[src/rtl/sram_rd_pipe.sv]
// Read-latency delay line for one SRAM read port: {valid, data, collision},
// output data holds its last value until the next valid read completes.
module sram_rd_pipe #(
  parameter int DATA_W       = 32,
  parameter int READ_LATENCY = 1
) (
  input  logic              clk_i,
  input  logic              rst_i,
  input  logic              vld_i,
  input  logic [DATA_W-1:0] data_i,
  input  logic              coll_i,
  output logic [DATA_W-1:0] data_o,
  output logic              coll_o
);

  logic              vld_s;
  logic              coll_s;
  logic [DATA_W-1:0] data_s;
  logic [DATA_W-1:0] dout_q;
  logic              coll_q;

  generate
    if (READ_LATENCY == 2) begin : g_lat2
      logic              vld_p0_q;
      logic              coll_p0_q;
      logic [DATA_W-1:0] data_p0_q;

      // stage p0: extra register ahead of the output stage
      always_ff @(posedge clk_i) begin
        if (rst_i) begin
          vld_p0_q  <= 1'b0;
          coll_p0_q <= 1'b0;
          data_p0_q <= '0;
        end else begin
          vld_p0_q  <= vld_i;
          coll_p0_q <= coll_i;
          data_p0_q <= data_i;
        end
      end

      assign vld_s  = vld_p0_q;
      assign coll_s = coll_p0_q;
      assign data_s = data_p0_q;
    end else begin : g_lat1
      assign vld_s  = vld_i;
      assign coll_s = coll_i;
      assign data_s = data_i;
    end
  endgenerate

  // output stage: data holds on invalid, collision is a one-cycle pulse
  always_ff @(posedge clk_i) begin
    if (rst_i) begin
      dout_q <= '0;
      coll_q <= 1'b0;
    end else begin
      if (vld_s) dout_q <= data_s;
      coll_q <= vld_s & coll_s;
    end
  end

  assign data_o = dout_q;
  assign coll_o = coll_q;

endmodule

[config.mk]
export PLATFORM = sky130hd
export DESIGN_NAME = sram_rd_pipe
export DESIGN_NICKNAME = d
export VERILOG_FILES = /design/src/rtl/sram_rd_pipe.sv
export SDC_FILE = /design/constraint.sdc
export NUM_CORES = 1
export LEC_CHECK = 0
export ABC_CLOCK_PERIOD_IN_PS = 1000
export CORE_UTILIZATION = 30
export CTS_BUF_LIST = sky130_fd_sc_hd__clkbuf_2 sky130_fd_sc_hd__clkbuf_4 sky130_fd_sc_hd__clkbuf_8
export CTS_CLUSTER_DIAMETER = 150
export DETAILED_ROUTE_END_ITERATION = 10
export MAX_ROUTING_LAYER = met4
export PLACE_DENSITY = 0.66
export SLEW_MARGIN = 20
export SYNTH_ARGS = -nofsm -noshare
export SYNTH_HDL_FRONTEND = slang
export SYNTH_SLANG_ARGS = --single-unit
[constraint.sdc]
create_clock -name clk_i -period 1 [get_ports clk_i]
set_input_delay 0.25 -clock clk_i [delete_from_list [all_inputs] [get_ports clk_i]]
set_output_delay 0.25 -clock clk_i [all_outputs]
set_load 0.02 [all_outputs]
After elaboration in Yosys (flattened, before gate mapping)
Index checks and enable logic that the tools add are counted.
{ "word_totals": {"ff_bits": 33, "word_cells": 3, "in_bits": 36, "output_inout_bits": 33} }
{ "classes": {"bitwise_logic": 1} }
{ "op_table": {"columns": ["cell", "n"], "rows": [
  ["AND 1 bit", 1]
]} }

Longest topological paths before layout
{ "depth": {"word_depth": 1, "mapped_depth": 4, "ltp_nobuf": 2} }

Worst setup path after synthesis
OpenSTA, ideal clock, no wires.
{ "synth_path": {"path_type": "input to register", "start": "in vld_i", "end": "reg dout_q[10], in the netlist data_o[10]", "setup_time_ns": 0.128, "path_buffers": 2, "t_required_ns": 0.872, "stages": 4, "arrival_ns": 0.724, "setup_slack_ns": 0.148, "cell_sequence": "buf_6 > buf_12 > mux2i_1 > nor2_1"} }
{ "synth_rtl": {"columns": ["item", "line", "text"], "rows": [
  ["start: declaration", "9", "input logic vld_i,"],
  ["end signal: assignment", "57", "if (vld_s) dout_q <= data_s;"],
  ["end: declaration", "19", "logic [DATA_W-1:0] dout_q;"]
]} }

Worst setup path after layout
{ "layout_path": {"start": "reg dout_q[24], in the netlist data_o[24]", "end": "out data_o[24]"} }
{ "layout_rtl": {"columns": ["item", "line", "text"], "rows": [
  ["end: declaration", "12", "output logic [DATA_W-1:0] data_o,"]
]} }
No word-level cell between the ends.

==> metrics.cfg <==
[timing]
tightest_slew_ns = 0.199
slew_headroom_pct = 86.7
hold_viol = 0
rsz0062_at_grt = true
fmax_ghz = 1.03
period_share_pct = 97.4
slew_violations = 0
period_needed_ns = 0.974
finClkSkew_ns = 0
setup_violations = 0
fin_setup_tns_ns = 0

[yosys]
synthCells = 107
ys_types = 8
yosysSeqAreaShare_pct = 55.2
syn_area_um2 = 1200
avgSynthCellArea_um2 = 11.2
ys_warn_count = 0
ys_seq_elements = 33
syn-num-nets = 143

[clock_tree]
cts_hold_buf = 0
clock_latency_ns = 0.27
cts_tree = built
clk_path_buf_depth = 2
h-tree-depth = 2
post_cts_buffers = 0
clock_sinks = 33
clkSlewWorstSetupHoldPaths_ns = 0.06
root_buffer = clkbuf_8
numCtsBuffers = 5

[route]
drt_wl_total_um = 2650
via_per_inst = 4.32
drtPass1Iterations = 4
drc = 0
ant_nets = 0
drtIter0Drc = 10
post_drt_wl_per_cell_um = 11.7
num_vias = 981

[placement]
place_area_um2 = 1900
placed_cells = 219
dp_hpwl_um = 2000
gp_congestion = 0.681
numPortBuffers = 68

[grt]
grt_pass1_wl_um = 4150
antenna_found_initial = 0
grt_pass1_vias = 969
grt_overflow = 0
grtUsageTotal_pct = 13.4
grt_max_degree = 21

[setup_path]
rrSetupSlack_ns = 0.37
critical_path_peak_fanout = 2
cp-start-kind = flip-flop
arrival_ns = 0.72
criticalPathCategory = flip-flop to primary output
cp_slowest_cell = dfxtp_2
crit_chain = buf_6
max_stage_delay_ns = 0.34
critical_path.endpoint_type = primary output
required_ns = 0.75
cp_num_buf_inv = 1
path_delay_family = flip-flops

[die]
die_w_um = 65.2
core-area_um2 = 3740
io_pins = 69
rows = 22
start_util_pct = 32.0
die-area_um2 = 4250
die_h_um = 65.2

[pwr]
vdd_drop_max_mv = 1.03
p_sw_share_pct = 24.3
power.internal_mw = 2.27
p_leak_nw = 0.950
p_clk_share_pct = 31.5
pwr-share-comb_pct = 19.7
p_per_area_nw_per_um2 = 1450
switching_power_mw = 0.727
seqPwrFrac_pct = 48.8

[status]
outcome = complete, no violations

[final_layout]
area_growth_pct = 72.3
fin_area_um2 = 2060
antenna_cells = 0
fin_util_pct = 55.1
fin_nets = 214
final_cell_mix = clkdlybuf4s50_1 (34), nor2_1 (33), mux2i_1 (32), dfxtp_2 (32), buf_6 (32)
instances_no_fill = 227
drive_above_1_share_pct = 43.6
final_common_cell = clkdlybuf4s50_1

[job]
maxCapViolCount = 0

[min_path]
hold_class = input pin to flip-flop

==> cell type report <==
class                           count  area (um2)
Fill cell                         349        1680
Clock inverter                      2        10.0
Clock buffer                        6        76.3
Timing Repair Buffer               72         768
Tap cell                           48        60.1
Multi-Input combinational cell     66         448
Sequential cell                    33         701
==> power by group through the flow <==
| stage | combinational (mW) | clock [mW] | sequential, mW |
|---|---|---|---|
| finish | 0.589 | 0.944 | 1.46 |
| global route | 0.630 | 1.05 | 1.47 |
| CTS | 0.595 | 0.982 | 1.46 |
| detailed placement | 0.582 | 0 | 1.46 |
| global placement | 0.572 | 0 | 1.46 |
| floorplan | 0.182 | 0 | 1.55 |
==> registers in the layout, indices dropped and copies added, names as in the netlist <==
signal / count
coll_o: 1
data_o: 32
==> metrics by stage <==
| stage | hold WS [ns] | setup WS, ns | power, mW |
|---|---|---|---|
| finish | 0.402 | 0.0257 | 2.99 |
| detailed placement | 0.485 | -0.182 | 2.04 |
| CTS | 0.400 | 0.000210 | 3.04 |
| global placement | 0.475 | -0.179 | 2.03 |
| global route | 0.430 | -0.0158 | 3.15 |
| floorplan | 0.371 | 0.148 | 1.74 |
==> metal layers <==
layer	vias up	global-route usage, %	routed length (um)
li1	487	-	-
met1	445	14.2	1120
met2	45	22.3	1270
met3	4	4.34	232
met4	0	6.52	21
met5	-	-	0
==> path summary, 6_finish.rpt <==
check | cells after the start | to | from
hold / removal | 4 | coll_o$_SDFF_PP0_ | vld_i
setup / recovery | 1 | data_o[24] | data_o[24]$_SDFFE_PP0P_
setup reg to reg | 2 | data_o[0]$_SDFFE_PP0P_ | data_o[0]$_SDFFE_PP0P_
hold reg to reg | 2 | data_o[9]$_SDFFE_PP0P_ | data_o[9]$_SDFFE_PP0P_
==> logic make-up (layout without fill, tap and decap cells) <==
kind of cell / count (synthesis) / after routing / share of synthesized area [%]
and+or+nand+nor: 34 / 34 / 10.7
DFF: 33 / 33 / 55.2
muxes: 32 / 32 / 26.8
buffers and inverters: 8 / 80 / 7.42
==> what timing repair did <==
item                                    4_1_cts  5_1_grt
resized for setup                           222        7
pin swaps                                     0        0
endpoints found under the setup margin       33       18
==> cells in the mapped netlist <==
| cell | number | area, um2 |
|---|---|---|
| buf_6 | 1 | 11.3 |
| mux2i_1 | 32 | 320 |
| buf_2 | 2 | 10.0 |
| dfxtp_1 | 33 | 661 |
| clkbuf_1 | 2 | 7.51 |
| nand2_1 | 1 | 3.75 |
| nor2_1 | 33 | 124 |
| buf_12 | 3 | 60.1 |
(Power assumes the default switching activity.)
